File: src/rtl/ysyx_25030093_mem_arbiter_if.sv
// Request/response bundle shared by the IFU, the LSU, the memory port and the arbiter.
// The master modport is the arbiter's view; the slave modport is the environment's view.
interface ysyx_25030093_mem_arbiter_if;
    logic        ifu_reqValid;
    logic [31:0] ifu_addr;
    logic        ifu_respValid;
    logic [31:0] ifu_rdata;

    logic        lsu_reqValid;
    logic [31:0] lsu_addr;
    logic [1:0]  lsu_size;
    logic        lsu_wen;
    logic [31:0] lsu_wdata;
    logic [3:0]  lsu_wmask;
    logic        lsu_respValid;
    logic [31:0] lsu_rdata;

    logic        mem_reqValid;
    logic [31:0] mem_addr;
    logic [1:0]  mem_size;
    logic        mem_wen;
    logic [31:0] mem_wdata;
    logic [3:0]  mem_wmask;
    logic        mem_respValid;
    logic [31:0] mem_rdata;

    logic        resp_err;

    modport master (
        input  ifu_reqValid, ifu_addr,
        output ifu_respValid, ifu_rdata,
        input  lsu_reqValid, lsu_addr, lsu_size, lsu_wen, lsu_wdata, lsu_wmask,
        output lsu_respValid, lsu_rdata,
        output mem_reqValid, mem_addr, mem_size, mem_wen, mem_wdata, mem_wmask,
        input  mem_respValid, mem_rdata,
        output resp_err
    );

    modport slave (
        output ifu_reqValid, ifu_addr,
        input  ifu_respValid, ifu_rdata,
        output lsu_reqValid, lsu_addr, lsu_size, lsu_wen, lsu_wdata, lsu_wmask,
        input  lsu_respValid, lsu_rdata,
        input  mem_reqValid, mem_addr, mem_size, mem_wen, mem_wdata, mem_wmask,
        output mem_respValid, mem_rdata,
        input  resp_err
    );
endinterface

File: src/rtl/ysyx_25030093_mem_arbiter.sv
// IFU/LSU single-outstanding memory arbiter with a wait timeout.
// Define YSYX_25030093_ARB_RR_EN for round-robin; otherwise LSU has fixed priority.
module ysyx_25030093_mem_arbiter #(
    parameter int unsigned TIMEOUT_CYCLES = 255
) (
    input  logic clock,
    input  logic reset,
    ysyx_25030093_mem_arbiter_if.master bus
);
    localparam int unsigned CW = $clog2(TIMEOUT_CYCLES) + 1;

    typedef enum logic [1:0] {
        IDLE     = 2'd0,
        BUSY_IFU = 2'd1,
        BUSY_LSU = 2'd2
    } state_t;

    state_t        state;
    state_t        state_nxt;
    logic [CW-1:0] wait_cnt;
    logic          grant_any;
    logic          grant_lsu;
    logic          busy;
    logic          timeout;
    logic          done;

    logic [31:0]   addr_q;
    logic [1:0]    size_q;
    logic          wen_q;
    logic [31:0]   wdata_q;
    logic [3:0]    wmask_q;

    assign busy      = state != IDLE;
    assign grant_any = !busy && (bus.ifu_reqValid || bus.lsu_reqValid);

    // A real response arriving on the timeout cycle takes precedence.
    assign timeout = busy && !bus.mem_respValid
                  && wait_cnt == CW'(TIMEOUT_CYCLES - 1);
    assign done    = busy && (bus.mem_respValid || timeout);

`ifdef YSYX_25030093_ARB_RR_EN
    logic last_lsu;

    assign grant_lsu = (bus.ifu_reqValid && bus.lsu_reqValid)
                     ? !last_lsu : bus.lsu_reqValid;

    always_ff @(posedge clock) begin
        if (!reset) begin
            last_lsu <= 1'b0;
        end else if (grant_any) begin
            last_lsu <= grant_lsu;
        end
    end
`else
    assign grant_lsu = bus.lsu_reqValid;
`endif

    always_ff @(posedge clock) begin
        if (!reset) begin
            state    <= IDLE;
            wait_cnt <= '0;
            addr_q   <= '0;
            size_q   <= '0;
            wen_q    <= 1'b0;
            wdata_q  <= '0;
            wmask_q  <= '0;
        end else begin
            state <= state_nxt;
            if (grant_any) begin
                wait_cnt <= '0;
                if (grant_lsu) begin
                    addr_q  <= bus.lsu_addr;
                    size_q  <= bus.lsu_size;
                    wen_q   <= bus.lsu_wen;
                    wdata_q <= bus.lsu_wdata;
                    wmask_q <= bus.lsu_wmask;
                end else begin
                    addr_q  <= bus.ifu_addr;
                    size_q  <= 2'b10;
                    wen_q   <= 1'b0;
                    wdata_q <= '0;
                    wmask_q <= 4'b0000;
                end
            end else if (busy && !done) begin
                wait_cnt <= wait_cnt + CW'(1);
            end
        end
    end

    always_comb begin
        state_nxt = state;
        unique case (state)
            IDLE: begin
                if (grant_any) begin
                    state_nxt = grant_lsu ? BUSY_LSU : BUSY_IFU;
                end
            end
            BUSY_IFU, BUSY_LSU: begin
                if (done) begin
                    state_nxt = IDLE;
                end
            end
            default: state_nxt = IDLE;
        endcase
    end

    // Responses are gated by reset so an abandoned transaction never answers.
    always_comb begin
        bus.ifu_respValid = 1'b0;
        bus.ifu_rdata     = '0;
        bus.lsu_respValid = 1'b0;
        bus.lsu_rdata     = '0;
        bus.resp_err      = reset && timeout;
        unique case (state)
            BUSY_IFU: begin
                bus.ifu_respValid = reset && done;
                bus.ifu_rdata     = timeout ? 32'hDEAD_BEEF : bus.mem_rdata;
            end
            BUSY_LSU: begin
                bus.lsu_respValid = reset && done;
                bus.lsu_rdata     = timeout ? 32'hDEAD_BEEF : bus.mem_rdata;
            end
            default: ;
        endcase
    end

    assign bus.mem_reqValid = busy;
    assign bus.mem_addr     = addr_q;
    assign bus.mem_size     = size_q;
    assign bus.mem_wen      = wen_q;
    assign bus.mem_wdata    = wdata_q;
    assign bus.mem_wmask    = wmask_q;
endmodule

File: src/flat_wrapper.sv
// flat-port wrapper written by rule: the top's interface ports become plain ports
module ysyx_25030093_mem_arbiter_flat 
#(
    parameter int unsigned TIMEOUT_CYCLES = 255
)
  (clock, reset, bus_ifu_reqValid, bus_ifu_addr, bus_ifu_respValid, bus_ifu_rdata, bus_lsu_reqValid, bus_lsu_addr, bus_lsu_size, bus_lsu_wen, bus_lsu_wdata, bus_lsu_wmask, bus_lsu_respValid, bus_lsu_rdata, bus_mem_reqValid, bus_mem_addr, bus_mem_size, bus_mem_wen, bus_mem_wdata, bus_mem_wmask, bus_mem_respValid, bus_mem_rdata, bus_resp_err);
  ysyx_25030093_mem_arbiter_if bus_i ();
  input  logic clock;
  input  logic reset;
  input wire logic [$bits(bus_i.ifu_reqValid)-1:0] bus_ifu_reqValid;
  input wire logic [$bits(bus_i.ifu_addr)-1:0] bus_ifu_addr;
  output wire logic [$bits(bus_i.ifu_respValid)-1:0] bus_ifu_respValid;
  output wire logic [$bits(bus_i.ifu_rdata)-1:0] bus_ifu_rdata;
  input wire logic [$bits(bus_i.lsu_reqValid)-1:0] bus_lsu_reqValid;
  input wire logic [$bits(bus_i.lsu_addr)-1:0] bus_lsu_addr;
  input wire logic [$bits(bus_i.lsu_size)-1:0] bus_lsu_size;
  input wire logic [$bits(bus_i.lsu_wen)-1:0] bus_lsu_wen;
  input wire logic [$bits(bus_i.lsu_wdata)-1:0] bus_lsu_wdata;
  input wire logic [$bits(bus_i.lsu_wmask)-1:0] bus_lsu_wmask;
  output wire logic [$bits(bus_i.lsu_respValid)-1:0] bus_lsu_respValid;
  output wire logic [$bits(bus_i.lsu_rdata)-1:0] bus_lsu_rdata;
  output wire logic [$bits(bus_i.mem_reqValid)-1:0] bus_mem_reqValid;
  output wire logic [$bits(bus_i.mem_addr)-1:0] bus_mem_addr;
  output wire logic [$bits(bus_i.mem_size)-1:0] bus_mem_size;
  output wire logic [$bits(bus_i.mem_wen)-1:0] bus_mem_wen;
  output wire logic [$bits(bus_i.mem_wdata)-1:0] bus_mem_wdata;
  output wire logic [$bits(bus_i.mem_wmask)-1:0] bus_mem_wmask;
  input wire logic [$bits(bus_i.mem_respValid)-1:0] bus_mem_respValid;
  input wire logic [$bits(bus_i.mem_rdata)-1:0] bus_mem_rdata;
  output wire logic [$bits(bus_i.resp_err)-1:0] bus_resp_err;
  assign bus_i.ifu_reqValid = bus_ifu_reqValid;
  assign bus_i.ifu_addr = bus_ifu_addr;
  assign bus_ifu_respValid = bus_i.ifu_respValid;
  assign bus_ifu_rdata = bus_i.ifu_rdata;
  assign bus_i.lsu_reqValid = bus_lsu_reqValid;
  assign bus_i.lsu_addr = bus_lsu_addr;
  assign bus_i.lsu_size = bus_lsu_size;
  assign bus_i.lsu_wen = bus_lsu_wen;
  assign bus_i.lsu_wdata = bus_lsu_wdata;
  assign bus_i.lsu_wmask = bus_lsu_wmask;
  assign bus_lsu_respValid = bus_i.lsu_respValid;
  assign bus_lsu_rdata = bus_i.lsu_rdata;
  assign bus_mem_reqValid = bus_i.mem_reqValid;
  assign bus_mem_addr = bus_i.mem_addr;
  assign bus_mem_size = bus_i.mem_size;
  assign bus_mem_wen = bus_i.mem_wen;
  assign bus_mem_wdata = bus_i.mem_wdata;
  assign bus_mem_wmask = bus_i.mem_wmask;
  assign bus_i.mem_respValid = bus_mem_respValid;
  assign bus_i.mem_rdata = bus_mem_rdata;
  assign bus_resp_err = bus_i.resp_err;
  ysyx_25030093_mem_arbiter #(.TIMEOUT_CYCLES(TIMEOUT_CYCLES)) u_core (.clock(clock), .reset(reset), .bus(bus_i));
endmodule
File: config.mk
export PLATFORM = sky130hd
export DESIGN_NAME = ysyx_25030093_mem_arbiter_flat
export DESIGN_NICKNAME = d
export VERILOG_FILES = /design/src/rtl/ysyx_25030093_mem_arbiter_if.sv /design/src/rtl/ysyx_25030093_mem_arbiter.sv /design/src/flat_wrapper.sv
export SDC_FILE = /design/constraint.sdc
export NUM_CORES = 1
export LEC_CHECK = 0
export CAP_MARGIN = 20
export CORE_MARGIN = 2
export CORE_UTILIZATION = 35
export CTS_CLUSTER_DIAMETER = 120
export DETAILED_ROUTE_END_ITERATION = 12
export MAX_ROUTING_LAYER = met4
export PLACE_DENSITY = 0.81
export SYNTH_ARGS = -nofsm -noshare
export SYNTH_HDL_FRONTEND = slang
export SYNTH_SLANG_ARGS = --single-unit
File: constraint.sdc
create_clock -name clock -period 2.58 [get_ports clock]
set_input_delay 0.774 -clock clock [delete_from_list [all_inputs] [get_ports clock]]
set_output_delay 0.774 -clock clock [all_outputs]
set_load 0.05 [all_outputs]
## After elaboration in Yosys (flattened, before gate mapping)

Index checks and enable logic that the tools add are counted.

- Equality and inequality tests: 5
- Add/sub/neg operators: 1
- $mul: 0
- Bitwise logic cells: 1
- Shift operators: 0
- Reduce and logical (&&, ||, !) cells: 17
- $lt $le $gt $ge: 0
- Muxes and demuxes: 14
- Div/mod/pow operators: 0

Operator list:

| operator | count |
|---|---|
| two-way mux 32 bit | 5 |
| adder 9 x 1 -> 9 bit (second input constant) | 1 |
| equality test 9 x 8 -> 1 bit (second input constant) | 1 |
| two-way mux 2 bit | 4 |
| logical AND 1 bit | 7 |
| two-way mux 4 bit | 1 |
| != test 2 x 1 -> 1 bit (second input constant) | 2 |
| one-hot mux 2 bit (2 select lines) | 1 |
| OR reduction 2 bit | 2 |
| zero test 1 bit | 3 |
| two-way mux 1 bit | 3 |
| equality test 2 x 1 -> 1 bit (second input constant) | 1 |
| equality test 2 bit (second input constant) | 1 |
| zero test 2 bit | 1 |
| logical OR 1 bit | 2 |
| AND reduction 2 bit | 1 |
| nonzero test 2 bit | 1 |
| inverter 1 bit | 1 |

- Memories kept: 0
- Memory bits (writable): 0
- Memory bits (read-only): 0
- Register bits: 82
- Logic and storage cells: 45
- Bits in latches: 0
- Bits of input ports: 140
- Output and inout bits: 139

## Longest topological paths before layout

Gate-level depths: netlist (run 1).

- Depth in word-level cells: 7
- Mapped depth: 8
- Mapped depth without buffers: 6

## Worst setup path before layout (run 1)

No wires, ideal clock.

- Path kind: input to output
- Start point: in bus_mem_respValid
- End point: out bus_ifu_respValid
- Path buffers: 0
- Path slack: -0.914 ns
- Arrival: 2.720 ns
- Cell stages on the path: 3
- Path through: nor4_4 nor2_1 nor4bb_1

- Word-level cells in the longest chain between the ends: 7

Ends and longest elaborated chain:

| what | line | source |
|---|---|---|
| start: declaration | flat_wrapper.sv:28 | `input wire logic [$bits(bus_i.mem_respValid)-1:0] bus_mem_respValid;` |
| zero test 1 bit | ysyx_25030093_mem_arbiter.sv:37 | `assign timeout = busy && !bus.mem_respValid` |
| logical AND 1 bit | ysyx_25030093_mem_arbiter.sv:37 |  |
| logical AND 1 bit | ysyx_25030093_mem_arbiter.sv:38 | `&& wait_cnt == CW'(TIMEOUT_CYCLES - 1);` |
| logical OR 1 bit * | ysyx_25030093_mem_arbiter.sv:39 | `assign done = busy && (bus.mem_respValid \|\| timeout);` |
| logical AND 1 bit * | ysyx_25030093_mem_arbiter.sv:39 |  |
| logical AND 1 bit * | ysyx_25030093_mem_arbiter.sv:116 | `bus.ifu_respValid = reset && done;` |
| two-way mux 1 bit * | ysyx_25030093_mem_arbiter.sv:114 | `unique case (state)` |
| end: declaration | flat_wrapper.sv:12 | `output wire logic [$bits(bus_i.ifu_respValid)-1:0] bus_ifu_respValid;` |

Every way passes the cells marked *; elsewhere a longest branch is shown, timed or not.

## Worst setup path after layout (run 1)

- Start point: reg u_core.state[1]
- End point: out bus_lsu_respValid

- Word-level cells in the longest chain between the ends: 7
- Elaborated cells on any way between the ends: 8

Ends and longest elaborated chain:

| what | line | source |
|---|---|---|
| start: declaration | ysyx_25030093_mem_arbiter.sv:18 | `state_t state;` |
| start signal: assignment | ysyx_25030093_mem_arbiter.sv:68 | `state <= state_nxt;` |
| nonzero test 2 bit | ysyx_25030093_mem_arbiter.sv:33 | `assign busy = state != IDLE;` |
| logical AND 1 bit | ysyx_25030093_mem_arbiter.sv:37 |  |
| logical AND 1 bit | ysyx_25030093_mem_arbiter.sv:38 |  |
| logical OR 1 bit | ysyx_25030093_mem_arbiter.sv:39 |  |
| logical AND 1 bit | ysyx_25030093_mem_arbiter.sv:39 |  |
| logical AND 1 bit | ysyx_25030093_mem_arbiter.sv:120 | `bus.lsu_respValid = reset && done;` |
| two-way mux 1 bit * | ysyx_25030093_mem_arbiter.sv:114 |  |
| end: declaration | flat_wrapper.sv:20 | `output wire logic [$bits(bus_i.lsu_respValid)-1:0] bus_lsu_respValid;` |

Marks and branches as above.

==> summary by stage, run 1 <==
Synthesis
The count of cell types in the netlist is 39. The post-synthesis mux area share is 8.52%. The top cell type's share of synthesized area is 42.3%. By area the synthesized netlist is led by dfxtp_1 42%, o21a_1 9.5%, a22o_1 8.6%, mux2i_1 8.5%, o211a_1 8.3%.

The register bit count reported by yosys is 82. The mean instance size in the synthesized netlist is 10.1 µm². Summed over all instances, the cell type with the most area after synthesis is dfxtp_1. The count of warnings emitted by yosys is 0. Synthesis produced a netlist whose cell count is 385.

The post-synthesis cell area is 3880 µm². After synthesis, the largest family of logic cells by area is compound AO/OA/AOI/OAI gates. The share of the Yosys chip area taken by registers is between 40% and 50%. The net count after synthesis is 530. After Yosys synthesis, and, or, nand and nor cells account for between 10% and 20% of the synthesized area. The adder and majority gate portion of the synthesized area is 1.61%. The compound-gate portion of the synthesized area is 28.7%. After Yosys synthesis, XOR and XNOR cells account for 1.13% of the synthesized area.

Die
The die covers between 10000 and 15000 µm². The core region is 10800 µm². The floorplan step set the die height to ~110 µm. Row generation in the floorplan step produced 38 rows. The die is ~110 µm wide. The initial utilization of the core area, before any placement, comes to 35.8%.

For this design the top-level I/O count stands at roughly 280.

Pwr
The switching power is 0.00177 W. The internal power is 0.00299 W. The share of total power consumed by net switching is between 30% and 40%.

The analysis attributes to cell leakage a power of 3.51 nW. The share of total power in sequential cells is 31.2%. The relative contribution of the clock network to total power is roughly 23%. The power density of the placed cells is 592 nW/µm². IR analysis of the VDD net gives a maximum drop of about 600 µV. Combinational logic is responsible for 45.9% of the overall power.

Placed design
The worst-case setup slack after placement is -0.554 ns. The count of input and output buffers is 278. After legalization and detailed placement, the total HPWL measured 10100 µm. The routability congestion estimate from global placement is 0.770.

GRT
The number of global-route vias before repair is ~4200. For this run, global-route usage on met2 was measured as 42.0%. Global routing finished with a remaining overflow of 0. The first global-routing pass estimated 20700 µm of wire.

Entering global routing, the biggest net connects 39 pins. The number of antenna violations at the first check in global routing is 0. The global routing stage identified its most utilized layer as met2. The met1 track demand over resource in global routing is 23.1%.

The met3 demand-to-capacity share in global routing is 5.08%. Across every metal layer, demand over resource in global routing totals 22.7%.

Route
The routed layout has 4204 vias. The average wire per cell in the routed design is between 15 and 20 µm. The number of violations reported at the end of detailed-routing iteration 0 is 205. After detailed routing, the number of vias per cell comes to 5.14.

The number of nets still failing antenna checks after routing is 0. After detailed routing, the number of remaining DRC violations is 0. For this run, the detailed router's first-pass iteration total came to 7. For this block, the routed nets add up to roughly 14000 µm of wire.

Final layout
In the final layout, the share of cells above drive strength 1 is 25.5%. The count of antenna diodes in the layout is 0. The area overhead of the layout relative to synthesis is 107%.

The final-stage net count is 818. The final design utilization is roughly 74%.

STA
Measured against its own limit, the worst slew margin works out to 63.8%. The number of setup violations in the final report is 67. The actual transition at the worst max-transition pin is between 0.5 and 0.6 ns. Setup repair after global routing could not meet its margin everywhere.

The final period utilization is 108%. After layout, the worst setup slack is -0.206 ns. The count of endpoints failing hold in the final timing report was 0.

The clock arrives with between 0.01 and 0.015 ns of skew. The maximum clock frequency is 0.359 GHz. The number of slew-limit violations in the final report is 0. The worst path in the final design needs a cycle of 2.79 ns, including I/O delays and setup.

Clocking
The clock drives 82 sinks. The cell at the root of the clock tree is clkbuf_8. The post-CTS clock slew at the launch and capture registers of the worst setup and hold paths is approximately 0.080 ns.

The count of hold-fix buffers inserted at cts is 0. The CTS tree is done. The insertion delay of the later-clocked pin in the worst-skew pair is approximately 0.36 ns. The number of H-tree branching levels is 3. No sink is reached through more buffers than the 2 on the longest clock path. The number of clock buffers inserted by TritonCTS is 9.

Worst hold path
The tightest min-delay check is of the flip-flop to flip-flop type. The cell depth of the worst hold path is 1. The endpoint of the worst hold-timing path is u_core.bus.mem_wdata[24].

In this run the most critical hold path is launched from u_core.bus.mem_wdata[24].

Worst setup path
The maximum fanout along the worst path is 4. The worst-case reg-to-reg path depth is 9. The required time reported for the critical path endpoint is 1.81 ns. The worst register-to-register path ends at u_core.bus.mem_addr[12]. The classification of the worst setup path is flip-flop to output pin. STA classifies the critical path startpoint as a flip-flop. STA puts the critical path data arrival time at 2.01 ns. In this run the register-to-register setup slack is 0.63 ns.

The startpoint identified for the worst register-to-register timing path is u_core.state[1]. The worst setup path is captured at an output pin.

Outcome
The checks that failed: setup timing. The flow ran to the end, but the final reports show violations.

Flow run
The tool flagged a number of max-cap violations equal to 0.
## through the flow
step	TNS (ns)	total power [W]	instances	hold slack, ns	cell area (µm²)
2_1_floorplan	-0.153	0.00270	385	0.464	3930
3_3_place_gp	-29.15	0.00358	791	0.461	7410
3_5_place_dp	-30.57	0.00362	791	0.463	7410
4_1_cts	-13.05	0.00477	814	0.484	7930
5_1_grt	-13.74	0.00494	818	0.498	8040
6_report	-7.99	0.00476	818	0.482	8040
## placed cells by master, fill, tap and decap left out, types with 3 or more instances in the layout
master / instances
o211a_1: 32
a22o_1: 38
o21ai_0: 5
dfxtp_1: 75
o21a_1: 37
nand2_1: 35
o21a_4: 11
ha_1: 3
mux2i_1: 33
buf_6: 20
buf_12: 55
inv_2: 3
and3_1: 3
clkdlybuf4s50_1: 208
clkbuf_8: 9
buf_4: 24
clkinv_2: 3
nor2_1: 11
bufinv_16: 3
xor2_1: 4
o211ai_1: 4
dfxtp_2: 6
and3_4: 16
## layer usage
| layer | routed length (µm) | vias up |
|---|---|---|
| li1 | - | 1998 |
| met1 | 5040 | 1993 |
| met2 | 7430 | 187 |
| met3 | 1050 | 26 |
| met4 | 310 | 0 |
| met5 | 0 | - |
## cells in the mapped netlist, drive strengths merged
library cell and n:
inv 5, o31a 1, ha 5, nand2b 1
o221a 1, a21oi 2, dlymetal6s2s 1, o21ai 5
nor2 13, or3 2, nand4 2, clkdlybuf4s15 1
xor2 4, nand2 35, and2 1, mux2i 33
o211a 32, and3 20, nor4b 1, nor2b 1
nor4 1, a211oi 1, buf 20, nand3 2
xnor2 1, o21a 49, clkbuf 15, nand3b 1
a22o 38, o211ai 4, dfxtp 82, or4 1
nand4b 1, nor4bb 3
## worst max-delay path by stage
stage | start | end | slack [ns] | cells past startpoint
finish | u_core.state[1] | bus_lsu_respValid | -0.21 | 7
global route | u_core.wait_cnt[0] | bus_lsu_respValid | -0.31 | 8
CTS | u_core.wait_cnt[0] | bus_ifu_rdata[10] | -0.25 | 9
detailed placement | bus_mem_respValid | bus_ifu_rdata[20] | -0.55 | 4
global placement | bus_mem_respValid | bus_ifu_rdata[8] | -0.50 | 4
floorplan | bus_mem_respValid | bus_ifu_respValid | -0.09 | 3
## cells by family (layout without fill, tap and decap cells)
kind of cell             count (synthesis)  in the layout
buffers and inverters                   42            334
AO/OA/AOI/OAI                          133            133
multiplexers                            33             33
XOR/XNOR                                 5              5
adder cells (fa/ha/maj)                  5              5
flip-flops                              82             82
AND/OR/NAND/NOR                         85             86
## power groups by stage
stage	clock network (W)	logic, W	registers, W
after floorplan	0	0.000725	0.00198
after CTS	0.00111	0.00217	0.00148
after detailed placement	0	0.00211	0.00151
final	0.00109	0.00219	0.00148
after global placement	0	0.00207	0.00150
after global routing	0.00116	0.00228	0.00150
## final cells by class
cell class | instances | area, µm²
sequential | 82 | 1650
clock buffer | 10 | 128
multi-input combinational | 262 | 2280
fill | 716 | 2800
timing repair buffer | 313 | 3680
clock inverter | 6 | 105
tap | 140 | 175
inverter | 5 | 18.8
## flip-flops by register name, summed over array words and instances, names as in the netlist
register	count
u_core.bus.mem_addr	32
u_core.bus.mem_wmask	4
u_core.wait_cnt	9
u_core.state	2
u_core.bus.mem_wen	1
u_core.bus.mem_wdata	32
u_core.bus.mem_size	2
## critical path, stage by stage (launching register included)
cell      delay (ns)
dfxtp_2         0.36
inv_2           0.06
ha_4            0.18
nor4_4          0.31
buf_4           0.19
nor2_4          0.05
nor4bb_4        0.32
buf_12          0.18
## timing repair
action / in CTS / in global routing
pin swaps: 23 / 11
resized for setup: 55 / 19
gates cloned: 2 / 2
setup buffers: 5 / 4
endpoints found under the setup margin: 67 / 67
Note: power is estimated with default switching activity, not from simulation.
==> inputs of run 2 (changes only) <==
--- a/config.mk
+++ b/config.mk
@@ -6,10 +6,10 @@
 export NUM_CORES = 1
 export LEC_CHECK = 0
 export CAP_MARGIN = 20
-export CORE_MARGIN = 2
-export CORE_UTILIZATION = 35
+export CORE_AREA = 2 2 108 110
 export CTS_CLUSTER_DIAMETER = 120
 export DETAILED_ROUTE_END_ITERATION = 12
+export DIE_AREA = 0 0 110 112
 export MAX_ROUTING_LAYER = met4
 export PLACE_DENSITY = 0.81
 export SYNTH_ARGS = -nofsm -noshare
==> constraint.sdc (replaced) <==
create_clock -name clock -period 3.55 [get_ports clock]
set_input_delay 1.065 -clock clock [delete_from_list [all_inputs] [get_ports clock]]
set_output_delay 1.065 -clock clock [all_outputs]
set_load 0.05 [all_outputs]
==> summary by stage, run 2 (same netlist as run 1, synthesis figures left out) <==
Outcome
The run finished with clean final reports.

Die
The area enclosed by the die boundary is 12300 µm². Once the floorplan was initialized, standard cells occupied between 30% and 40% of the core. In this run the count of I/O pins placed on the die edge is 279. The die is ~110 µm wide.

The core footprint is approximately 11000 µm². From bottom edge to top edge, the die measures 112 µm. The row count is 39.

Clocking
The post-CTS repair timing setup buffer count is 0. The post-CTS clock slew at the launch and capture registers of the worst setup and hold paths is 0.06 ns. TritonCTS built the clock tree. The count of hold-fix buffers inserted at cts is 0.

For the worst-skew pair, the clock arrives at the later sink with an insertion delay of 0.34 ns. The number of gates resized after CTS was 3. The root buffer cell chosen for the clock tree is clkbuf_16. The clock drives 82 sinks. CTS built an H-tree with a depth of 3.

In this run, CTS created clock tree buffers numbering 9. Counting along the longest clock path gives a buffer depth of 2.

Worst setup path
The slowest cell on the critical path is or4_4. Data on the critical path is required at its endpoint by 2.48 ns. The number of buffer and inverter stages on the critical path is 2. The critical path goes through dlygate4sd2_1, or4_4, and3_2, buf_4. The sort of element at the end of the critical path is an output pin.

The largest single stage delay on the critical path is 0.55 ns. The kind of launch point of the worst setup path is an input port. The critical path crosses 4 cells after its start point. The cell family contributing the most delay on the critical path is simple AND/OR/NAND/NOR gates. The arrival time at the worst endpoint is 2.34 ns. The worst-case reg-to-reg path depth is 7. The critical path is of the input port to output pin type. The maximum fanout along the worst path is 8.

STA
The worst path setup slack after routing is 0.143 ns. Clock skew on the completed layout was measured at 0.00714 ns. The count of endpoints failing hold in the final timing report is 0. The number of setup violations in the final report is 0. The number of slew-limit violations in the final report came to 0. The actual transition at the worst max-transition pin is 0.604 ns. Setup repair after global routing left no endpoint under its margin. The final period utilization is about 96%. The maximum clock frequency is 0.293 GHz. The worst path needs 3.41 ns of the cycle, external delays included. The worst relative slew slack is 59.7%.

The sum of negative setup slack is 0 ns.

GRT
The global-route total usage across every layer is 21.2%. The number of antenna violations at the first check in global routing is 0. The wire length of the first global-routing pass is 20100 µm. The number of global-route vias before repair is 4117. Entering global routing, the biggest net connects 40 pins. Global routing finished with a remaining overflow of 0.

Route
The via density per instance is 5.13. In this run the remaining antenna-violating nets after routing total 0. The average wire per cell in the routed design is 16.4 µm. The first routing iteration left 214 violations. Summed over all layers, the routed wires come to 13100 µm. For this run, design rule violations remaining after detail routing come to 0.

Before antenna repair, the detailed router went through 6 iterations. The final route contains about 4100 vias.

Flow run
Across the run, the number of max-cap violations was 0.

Pwr
The share of total power dissipated in combinational logic is 41.9%. Sequential cells account for a little under a third of the total power. The clock network burns 27.7% of the power.

The total leakage power is 3.38 nW. The power density of the placed cells is 468 nW/µm². In this run switching power makes up 36.5% of total power.

IR analysis of the VDD net gives a maximum drop of 311 µV. The switching power is 0.00130 W. The internal power is 0.00226 W.

Final layout
The sequential cell area in the final layout is 1640 µm². The post-route netlist has 17.6% of its cells at a drive strength greater than 1. Summing all multi-input logic gate instances after layout gives roughly 2100 µm². Excluding fillers, the count of instances in the completed layout stands at roughly 800. Leaving out fill and tap cells, the most frequent cell in the layout is clkdlybuf4s50_1. The area overhead of the layout relative to synthesis is 96.4%.

In the layout the commonest cells are 209 x clkdlybuf4s50_1, 82 x dfxtp_1, 53 x buf_12, 49 x o21a_1, 38 x a22o_1. The final-stage net count is 799. The final design utilization is 68.1%.

Fill cells in the final layout number slightly above 800. The count of antenna diodes in the layout is 0.

Worst hold path
The worst min-delay path category is flip-flop to flip-flop. The cell depth of the worst hold path is 1.

Placed design
The worst-case setup slack after placement is -0.152 ns. The cell total after placement is 785. Routability-driven placement finished with a final weighted congestion of ~0.80. The count of input and output buffers is 278. Detailed placement finished with a half-perimeter wire length of 10300 µm.
run 2: layout make-up:
type,count,area share [%]
clock buffers,10,3.01
clock inverters,6,1.18
flip-flops and latches,82,21.6
well taps,143,2.35
repair buffers,294,44.6
multi-input cells,262,27.1
inverters,5,0.246
run 2: per-layer routing:
layer	track usage, %	up-vias	part of all wire [%]
met2	38.1	188	53
met3	4.45	29	8.3
met1	21.4	1939	36
met5	-	-	0
li1	-	1960	-
met4	10.1	0	3.3
run 2: stage by stage:
stage	cell area [µm²]	total power [W]	hold slack, ns
CTS	7610	0.00359	0.483
floorplan	3890	0.00196	0.464
finish	7610	0.00356	0.477
detailed placement	7280	0.00260	0.464
global placement	7280	0.00257	0.461
global route	7610	0.00370	0.499
run 2: power by group through the flow:
stage	Sequential, W	Clock, W	Combinational [W]
floorplan	0.00144	0	0.000518
global placement	0.00109	0	0.00148
detailed placement	0.00110	0	0.00150
CTS	0.00108	0.00101	0.00150
global route	0.00109	0.00105	0.00156
finish	0.00108	0.000987	0.00149
run 2: final timing paths:
kind	slack [ns]	startpoint	end
max reg2reg	1.28	u_core.state[0]	u_core.bus.mem_wdata[27]
max	0.14	bus_mem_respValid	bus_ifu_rdata[14]
min	0.48	u_core.bus.mem_wdata[4]	u_core.bus.mem_wdata[4]
min reg2reg	0.48	u_core.bus.mem_wdata[4]	u_core.bus.mem_wdata[4]
run 2: worst register-to-register path, delay by kind of cell, from the launching register on:
| kind | cells | cell delay, ns |
|---|---|---|
| buffers and inverters | 3 | 0.56 |
| adder cells (fa/ha/maj) | 1 | 0.54 |
| AND/OR/NAND/NOR | 2 | 0.43 |
| flip-flops | 1 | 0.33 |
| AO/OA/AOI/OAI | 1 | 0.29 |
